$ cat src/rtl/ethernet_tx_frame.sv
// GMII transmit framer: preamble/SFD insertion, zero padding, CRC32 FCS and
// inter-frame gap, with abort handling for source underrun and oversize frames.
module ethernet_tx_frame #(
    parameter int pIFG_BYTES = 12,
    parameter int pMIN_FRAME = 60,
    parameter int pMAX_FRAME = 1514
) (
    input  logic        iclk,
    input  logic        i_rst_n,
    input  logic        i_valid,
    input  logic [7:0]  i_data,
    input  logic        i_sop,
    input  logic        i_eop,
    output logic        o_ready,
    output logic        o_tx_en,
    output logic        o_tx_er,
    output logic [7:0]  o_tx_d,
    output logic        o_busy,
    output logic [15:0] o_pkt_cnt,
    output logic        o_abort
);

    typedef enum logic [3:0] {
        S_IDLE  = 4'd0,
        S_PRE   = 4'd1,
        S_SFD   = 4'd2,
        S_DATA  = 4'd3,
        S_LAST  = 4'd4,
        S_PAD   = 4'd5,
        S_FCS   = 4'd6,
        S_ABORT = 4'd7,
        S_DROP  = 4'd8,
        S_IFG   = 4'd9
    } state_e;

    localparam logic [10:0] MIN_C = 11'(pMIN_FRAME);
    localparam logic [10:0] MAX_C = 11'(pMAX_FRAME);
    // The IDLE sampling cycle is itself idle on the wire, so IFG is one short.
    localparam logic [7:0]  IFG_LAST = (pIFG_BYTES > 1) ? 8'(pIFG_BYTES - 2) : 8'd0;

    function automatic logic [31:0] crc32_byte(input logic [31:0] crc, input logic [7:0] dat);
        logic [31:0] c;
        c = crc ^ {24'h000000, dat};
        for (int b = 0; b < 8; b++) begin
            if (c[0]) begin
                c = (c >> 1) ^ 32'hEDB88320;
            end else begin
                c = c >> 1;
            end
        end
        return c;
    endfunction

    state_e      state_q, state_d;
    logic [7:0]  cnt_q, cnt_d;
    logic [10:0] byte_cnt_q, byte_cnt_d;
    logic [31:0] crc_q, crc_d;
    logic        drop_q, drop_d;
    logic [15:0] pkt_cnt_q, pkt_cnt_d;
    logic        tx_en_q, tx_en_d;
    logic        tx_er_q, tx_er_d;
    logic [7:0]  tx_d_q, tx_d_d;
    logic        busy_q, busy_d;
    logic        abort_q, abort_d;

    logic        ready_s;
    logic        accept_s;
    logic [31:0] fcs_s;
    logic [1:0]  fcs_idx_s;

    assign ready_s   = (state_q == S_SFD) || (state_q == S_DATA) || (state_q == S_DROP);
    assign accept_s  = ready_s & i_valid;
    assign fcs_s     = ~crc_q;
    assign fcs_idx_s = (state_q == S_FCS) ? (cnt_q[1:0] + 2'd1) : 2'd0;

    assign o_ready   = ready_s;
    assign o_tx_en   = tx_en_q;
    assign o_tx_er   = tx_er_q;
    assign o_tx_d    = tx_d_q;
    assign o_busy    = busy_q;
    assign o_pkt_cnt = pkt_cnt_q;
    assign o_abort   = abort_q;

    // State register.
    always_ff @(posedge iclk or negedge i_rst_n) begin
        if (!i_rst_n) begin
            state_q <= S_IDLE;
        end else begin
            state_q <= state_d;
        end
    end

    // Next-state logic.
    always_comb begin
        state_d = state_q;
        case (state_q)
            S_IDLE: begin
                if (i_valid && i_sop) begin
                    state_d = S_PRE;
                end else begin
                    state_d = S_IDLE;
                end
            end
            S_PRE: begin
                if (cnt_q == 8'd6) begin
                    state_d = S_SFD;
                end else begin
                    state_d = S_PRE;
                end
            end
            S_SFD, S_DATA: begin
                if (!i_valid) begin
                    state_d = S_ABORT;
                end else if (byte_cnt_q == MAX_C) begin
                    state_d = S_ABORT;
                end else if (i_eop) begin
                    state_d = S_LAST;
                end else begin
                    state_d = S_DATA;
                end
            end
            S_LAST, S_PAD: begin
                if (byte_cnt_q < MIN_C) begin
                    state_d = S_PAD;
                end else begin
                    state_d = S_FCS;
                end
            end
            S_FCS: begin
                if (cnt_q == 8'd3) begin
                    state_d = S_IFG;
                end else begin
                    state_d = S_FCS;
                end
            end
            S_ABORT: begin
                if (drop_q) begin
                    state_d = S_DROP;
                end else begin
                    state_d = S_IFG;
                end
            end
            S_DROP: begin
                if (accept_s && i_eop) begin
                    state_d = S_IFG;
                end else begin
                    state_d = S_DROP;
                end
            end
            S_IFG: begin
                if (cnt_q >= IFG_LAST) begin
                    state_d = S_IDLE;
                end else begin
                    state_d = S_IFG;
                end
            end
            default: state_d = S_IDLE;
        endcase
    end

    // Output and datapath next values; GMII outputs follow the upcoming state.
    always_comb begin
        tx_en_d    = 1'b0;
        tx_er_d    = 1'b0;
        tx_d_d     = 8'h00;
        abort_d    = 1'b0;
        busy_d     = (state_d != S_IDLE);
        byte_cnt_d = byte_cnt_q;
        crc_d      = crc_q;
        drop_d     = drop_q;
        pkt_cnt_d  = pkt_cnt_q;

        if (state_d == state_q) begin
            cnt_d = cnt_q + 8'd1;
        end else begin
            cnt_d = 8'd0;
        end

        case (state_d)
            S_PRE: begin
                tx_en_d = 1'b1;
                tx_d_d  = 8'h55;
            end
            S_SFD: begin
                tx_en_d = 1'b1;
                tx_d_d  = 8'hD5;
            end
            S_DATA, S_LAST: begin
                tx_en_d = 1'b1;
                tx_d_d  = i_data;
            end
            S_PAD: begin
                tx_en_d = 1'b1;
                tx_d_d  = 8'h00;
            end
            S_FCS: begin
                tx_en_d = 1'b1;
                tx_d_d  = fcs_s[{fcs_idx_s, 3'b000} +: 8];
            end
            S_ABORT: begin
                tx_en_d = 1'b1;
                tx_er_d = 1'b1;
                abort_d = (state_q != S_ABORT);
            end
            default: begin
                tx_en_d = 1'b0;
            end
        endcase

        case (state_q)
            S_IDLE: begin
                byte_cnt_d = 11'd0;
                crc_d      = 32'hFFFFFFFF;
                drop_d     = 1'b0;
            end
            S_SFD, S_DATA: begin
                if (accept_s) begin
                    byte_cnt_d = byte_cnt_q + 11'd1;
                    crc_d      = crc32_byte(crc_q, i_data);
                end else begin
                    byte_cnt_d = byte_cnt_q;
                end
            end
            default: begin
                byte_cnt_d = byte_cnt_q;
            end
        endcase

        if (state_d == S_PAD) begin
            byte_cnt_d = byte_cnt_q + 11'd1;
            crc_d      = crc32_byte(crc_q, 8'h00);
        end else begin
            pkt_cnt_d = pkt_cnt_q;
        end

        // An eop byte that triggers the abort leaves nothing to drop.
        if ((state_d == S_ABORT) && (state_q != S_ABORT)) begin
            drop_d = !(accept_s && i_eop);
        end else begin
            pkt_cnt_d = pkt_cnt_q;
        end

        if ((state_q == S_FCS) && (state_d == S_IFG)) begin
            pkt_cnt_d = pkt_cnt_q + 16'd1;
        end else begin
            pkt_cnt_d = pkt_cnt_q;
        end
    end

    // Datapath and registered outputs.
    always_ff @(posedge iclk or negedge i_rst_n) begin
        if (!i_rst_n) begin
            cnt_q      <= 8'd0;
            byte_cnt_q <= 11'd0;
            crc_q      <= 32'hFFFFFFFF;
            drop_q     <= 1'b0;
            pkt_cnt_q  <= 16'd0;
            tx_en_q    <= 1'b0;
            tx_er_q    <= 1'b0;
            tx_d_q     <= 8'h00;
            busy_q     <= 1'b0;
            abort_q    <= 1'b0;
        end else begin
            cnt_q      <= cnt_d;
            byte_cnt_q <= byte_cnt_d;
            crc_q      <= crc_d;
            drop_q     <= drop_d;
            pkt_cnt_q  <= pkt_cnt_d;
            tx_en_q    <= tx_en_d;
            tx_er_q    <= tx_er_d;
            tx_d_q     <= tx_d_d;
            busy_q     <= busy_d;
            abort_q    <= abort_d;
        end
    end

endmodule
$ cat config.mk
export PLATFORM = sky130hd
export DESIGN_NAME = ethernet_tx_frame
export DESIGN_NICKNAME = d
export VERILOG_FILES = /design/src/rtl/ethernet_tx_frame.sv
export SDC_FILE = /design/constraint.sdc
export NUM_CORES = 1
export LEC_CHECK = 0
export CORE_MARGIN = 5
export CORE_UTILIZATION = 40
export CTS_CLUSTER_DIAMETER = 80
export DETAILED_ROUTE_END_ITERATION = 10
export PLACE_DENSITY_LB_ADDON = 0.08
export SYNTH_ARGS = -nofsm -noshare
export SYNTH_HDL_FRONTEND = slang
export SYNTH_SLANG_ARGS = --single-unit
$ cat constraint.sdc
create_clock -name iclk -period 2.7 [get_ports iclk]
set_input_delay 0.54 -clock iclk [delete_from_list [all_inputs] [get_ports iclk]]
set_output_delay 0.54 -clock iclk [all_outputs]
set_load 0.05 [all_outputs]
### After elaboration in Yosys (flattened, before gate mapping)

Cells that the tools add are included.

* $lt $le $gt $ge: 2
* equality and inequality tests: 23
* bitwise logic cells: 19
* add/sub/neg operators: 4
* reductions and logical operators: 16
* mux-type cells: 62
* shift-type cells: 1

Operator list (count)
* 32-bit two-way mux: 39
* 13-bit NOT with 14-bit output: 16
* 32-bit case mux with 2 select lines: 1
* 4-bit by 3-bit == test with 1-bit output (second input constant): 8
* 32-bit NOT: 1
* 4-bit case mux with 8 select lines: 1
* 8-bit case mux with 4 select lines: 1
* 32-bit by 6-bit variable part select with 8-bit output: 1
* 32-bit by 8-bit bitwise XOR with 32-bit output: 1
* 11-bit two-way mux: 2
* 11-bit case mux with 2 select lines: 1
* 16-bit by 1-bit adder with 16-bit output (second input constant): 1
* 4-bit by 2-bit == test with 1-bit output (second input constant): 4
* 4-bit == test (second input constant): 3
* 11-bit by 1-bit adder with 11-bit output (second input constant): 1
* 11-bit == test (second input constant): 1
* 11-bit by 6-bit < comparator with 1-bit output (second input constant): 1
* 3-bit two-way mux: 3
* 8-bit by 1-bit adder with 8-bit output (second input constant): 1
* 4-bit by 1-bit == test with 1-bit output (second input constant): 2
* 8-bit by 2-bit == test with 1-bit output (second input constant): 1
* 8-bit by 3-bit == test with 1-bit output (second input constant): 1
* 8-bit by 4-bit greater-or-equal comparator with 1-bit output (second input constant): 1
* 1-bit two-way mux: 8
* other kinds (18): 27

* word-level logic and storage cells: 138
* bits of input ports: 13
* register bits after elaboration: 84
* output and inout bits: 29

### Depth between registers and ports, before layout

* word-level depth: 35
* mapped depth: 9
* gate-level depth less buffers: 8

### Worst setup path before layout

Ideal clock, no wire load.

* kind: reg2reg
* start: register byte_cnt_q[10]
* end: register tx_d_q[0] (netlist: o_tx_d[0])
* library setup time: 0.126 ns
* arrival time: 2.280 ns
* period minus slack after synthesis: 2.406 ns
* path slack: 0.294 ns
* cell stages (with the launch flop): 8
* path buffers: 1
* data required time: 2.574 ns
* cell sequence: dfrtp_1 or4_4 or4b_4 buf_6 o311a_4 nand3_2 o32ai_2 a221o_1

* word-level cells in the longest chain between the ends: 7
* elaborated cells on any way between the ends: 13
* those cells by class: order compare (1); eq/ne (6); mux (5); reduce/logical (1)

Ends and longest elaborated chain
* from (decl): line 56 `logic [10:0] byte_cnt_q, byte_cnt_d;`
* from (signal assigned): line 265 `byte_cnt_q <= byte_cnt_d;`
* branches (longest 3 deep; another with 11-bit by 6-bit < comparator with 1-bit output)
* 4-bit case mux with 8 select lines *: line 96 `case (state_q)`
* 4-bit by 2-bit == test with 1-bit output or 4-bit by 3-bit == test with 1-bit output (tied branches): line 179 `case (state_d)`
* 2-bit OR reduction
* 8-bit case mux with 4 select lines *: line 179
* named net tx_d_d[0]: line 62 `logic [7:0] tx_d_q, tx_d_d;`
* to (signal assigned): line 271 `tx_d_q <= tx_d_d;`
* to (decl): line 62

Mark *: on every way through the listed nets, which the timed path passes.
A chain may end at the register's enable or synchronous reset.

### Final worst setup path

* start: register byte_cnt_q[2]
* end: register tx_d_q[4] (netlist: o_tx_d[4])

Same word-level chain as after synthesis.

==> impl_summary.log <==
INFO  metric status = complete, no violations
INFO  metric dr.pass1.iters = 5
INFO  metric synthesis_to_finish_area_growth = 23.0%
INFO  metric drt_drc_violations_left = 0
INFO  metric area.sequential = 2140 sq um
INFO  metric coreArea = 13800 sq um
INFO  metric cts_buffer_depth = 2
INFO  metric fmax = 385 MHz
INFO  metric worst_slew_margin_rel = 48.9%
INFO  metric fillers = 1300
INFO  metric crit_path_start_kind = flip-flop
INFO  metric dr_total_vias = 4586
INFO  metric floorplan.die_area = 16400 sq um
INFO  metric timing.setup.critical_path_class = reg2reg
INFO  metric post_synthesis_share_of_cell_area_spent_on_full_adders_half_adders_and_majority_gates = 1.12%
INFO  metric cell_breakdown_of_the_critical_path = or4b_2 -> nor3_1 -> o21ai_1 -> nand3_2 -> o32ai_2 -> buf_4 -> a221o_1
INFO  metric buffer_ports.inserted = 41
INFO  metric count_of_endpoints_failing_hold_in_the_final_timing_report = 0
INFO  metric grt_use_total = 20.3%
INFO  metric route.antenna.remaining_nets = 0
INFO  metric dpl.hpwl = 11900 microns
INFO  metric pin_count = 42
INFO  metric cp_data_required_time = 2.93 ns
INFO  metric clock_tree_from_tritoncts = done
INFO  metric post_cts_resize_count = 0
INFO  metric yosys-mux-area-fraction = 3.24%
INFO  metric setup_skew = 0.00549 ns
INFO  metric cts_hold_buf = 0
INFO  metric worst-path-max-fanout = 8
INFO  metric r2r_setup_slack = 0.11 ns
INFO  metric first_pass_grt_wire_length = 25800 microns
INFO  metric multi_input_gate_area_in_the_final_layout = 3320 sq um
INFO  metric largest_family_of_logic_cells_by_synthesized_area = XOR/XNOR gates
INFO  metric yosys.area_share.xor_xnor = 26.5%
INFO  metric die_w = 128 microns
INFO  metric totalWireLength = 16000 microns
INFO  metric synth-edff-count = 0
INFO  metric synthesis.instances = 562
INFO  metric die-height = 128 microns
INFO  metric clk_transition_reported_paths = 0.07 ns
INFO  metric synth_simple_gate_area_share = 14.9%
INFO  metric synthesis_stage_register_bit_count = 84
INFO  metric post-synth-top-area-fraction = 23.3%
INFO  metric worst_ir_drop_vdd = 0.000714 V
INFO  metric crit_reg_reg_startpoint = byte_cnt_q[2]
INFO  metric kind_of_cell_with_the_highest_combined_delay_on_the_critical_path = simple AND/OR/NAND/NOR gates
INFO  metric unrepaired_setup_endpoints_after_global_routing = false
INFO  metric yosys_warnings = 0
INFO  metric place_congestion = 0.889
INFO  metric ctsRootBufferMaster = sky130_fd_sc_hd__clkbuf_16
INFO  metric postLayoutCoreUtil = 50.0%
INFO  metric synth_ff_type = sky130_fd_sc_hd__dfrtp_1
INFO  metric timing.critical_path.buf_inv = 1
INFO  metric timing.max_cap.violations = 0
INFO  metric nets = 665
INFO  metric final_min_period_over_clock_period = 96.1%
INFO  metric maxSlewViolCount = 0
INFO  metric drive_above_1_share = 21.2%
INFO  metric cts-buffers-inserted = 9
INFO  metric dr.first_iter.drc_count = 331
INFO  metric clk-insertion-delay-late = 0.35 ns
INFO  metric max_stage_delay = 0.66 ns
INFO  metric power = 10000 uW
INFO  metric endpoint_kind = flip-flop
INFO  metric power-per-cell-area = 1460 nW/um^2
INFO  metric fin_crit = 2.59 ns
INFO  metric least_margin_pin_slew = 0.761 ns
INFO  metric synth.largest_area_cell = sky130_fd_sc_hd__dfrtp_1
INFO  metric routedWlPerCell = 19.3 microns
INFO  metric hold-worst-slack = 0.114 ns
INFO  metric grt_antenna_before_repair = 0
INFO  metric critical_path_arrival = 2.83 ns
INFO  metric synth_nets = 580
INFO  metric worst_path_max_delay_cell = sky130_fd_sc_hd__or4b_2
INFO  metric via_count_of_the_first_global_routing_pass = 4568
INFO  metric via_per_inst = 5.51
INFO  metric static-leakage-power = 0.00279 uW
INFO  metric start_util = 40.6%
INFO  metric ys_async_sr_fraction = 100%
INFO  metric worst-r2r-cell-count = 7
INFO  metric synth.top_cells.by_count = sky130_fd_sc_hd__xnor2_1 (102), sky130_fd_sc_hd__dfrtp_1 (52), sky130_fd_sc_hd__xor2_1 (45)
INFO  metric yosys.cell_count.top_type = sky130_fd_sc_hd__xnor2_1
INFO  metric synth_top_cells_by_area = sky130_fd_sc_hd__dfrtp_1 (23%), sky130_fd_sc_hd__xnor2_1 (16%), sky130_fd_sc_hd__dfstp_2 (15%), sky130_fd_sc_hd__xor2_1 (7.0%), sky130_fd_sc_hd__nor2_1 (2.9%)
INFO  metric synth_compound_area_share = 13.3%
INFO  metric hp_class = in2async
INFO  metric syn-cell-area = 5590 sq um
INFO  metric syn_avg_cell_area = 9.95 sq um
INFO  metric post_cts_buffers = 0
INFO  metric worst_r2r_endpoint = o_tx_d[4]
INFO  metric cts_sinks = 84
INFO  metric critical_path_cell_count = 7
INFO  metric ys_seq_area_share = 38.3%
INFO  metric post_synth_num_cell_types = 63
INFO  metric gr-total-overflow = 0
INFO  metric cts_htree_levels = 3
INFO  metric grt_start_max_net_pins = 42
INFO  metric placement_rows = 43
INFO  metric timing.final.setup_violations = 0
INFO  metric n_antenna_cell = 0
how the worst max path moves through the flow:
| stage | end | from | slack [ns] |
|---|---|---|---|
| 3_5_place_dp | crc_q[26] | i_data[1] | -0.08 |
| 6_report | o_tx_d[4] | byte_cnt_q[2] | 0.11 |
| 3_3_place_gp | crc_q[26] | i_data[1] | -0.004 |
| 2_1_floorplan | o_tx_d[0] | byte_cnt_q[10] | 0.29 |
| 5_1_grt | o_tx_d[0] | byte_cnt_q[2] | 0.003 |
| 4_1_cts | o_tx_d[4] | byte_cnt_q[2] | 0.12 |
worst register-to-register path, stage by stage, from the launching register on:
cell and delay (ns):
sky130_fd_sc_hd__dfrtp_1 0.44, sky130_fd_sc_hd__or4b_2 0.66, sky130_fd_sc_hd__nor3_1 0.33, sky130_fd_sc_hd__o21ai_1 0.25, sky130_fd_sc_hd__nand3_2 0.14, sky130_fd_sc_hd__o32ai_2 0.10
sky130_fd_sc_hd__buf_4 0.20, sky130_fd_sc_hd__a221o_1 0.37
routing by layer:
metal | global-route usage, % | up-vias | wire, microns
met3 | 2.96 | 27 | 652
met2 | 30.9 | 113 | 7240
met4 | 8.05 | 0 | 424
li1 | - | 2154 | -
met1 | 29.0 | 2292 | 7710
met5 | 0 | - | 0
through the flow:
stage	cell area (sq um)	setup WS, ns	cells	setup TNS [ns]
2_1_floorplan	5590	0.294	562	0
3_3_place_gp	6570	-0.00380	816	-0.00380
3_5_place_dp	6570	-0.0793	816	-0.195
4_1_cts	6880	0.117	832	0
5_1_grt	6880	0.00328	832	0
6_report	6880	0.106	832	0
registers in the layout (all words and copies together), names as in the netlist, 4 cells and up:
register,cells
cnt_q,8
byte_cnt_q,11
o_pkt_cnt,16
state_q,4
o_tx_d,8
crc_q,32
power by group:
part	internal, uW	switching (uW)
Combinational	3100	3320
Sequential	1800	516
Clock	732	572
cells by family (layout without fill, tap and decap cells):
logic type	after synthesis	in the layout
XOR/XNOR	156	156
buffers and inverters	32	122
AND/OR/NAND/NOR	161	161
flip-flops	84	84
adder cells (fa/ha/maj)	5	5
AO/OA/AOI/OAI	107	107
multiplexers	17	17
cell type report:
class | instances | share of cell area (%)
Multi-Input combinational cell | 446 | 48.2
Tap cell | 180 | 3.27
Inverter | 4 | 0.218
Timing Repair Buffer | 102 | 12.7
Clock buffer | 9 | 3.27
Sequential cell | 84 | 31.1
Clock inverter | 7 | 1.20
placed cells by master, fill, tap and decap left out, drive strengths merged, types with 8 or more instances in the layout:
master           n
o21ai           30
and3             8
mux2             9
a21oi           23
dfstp           32
a221o           12
clkdlybuf4s50   39
mux2i            8
xor2            46
a221oi           8
nand2           40
clkbuf           9
buf             63
nand3           11
nand4            9
dfrtp           52
nor2            43
nor3            22
xnor2          106
No activity file was read; power rests on OpenSTA's default activity.
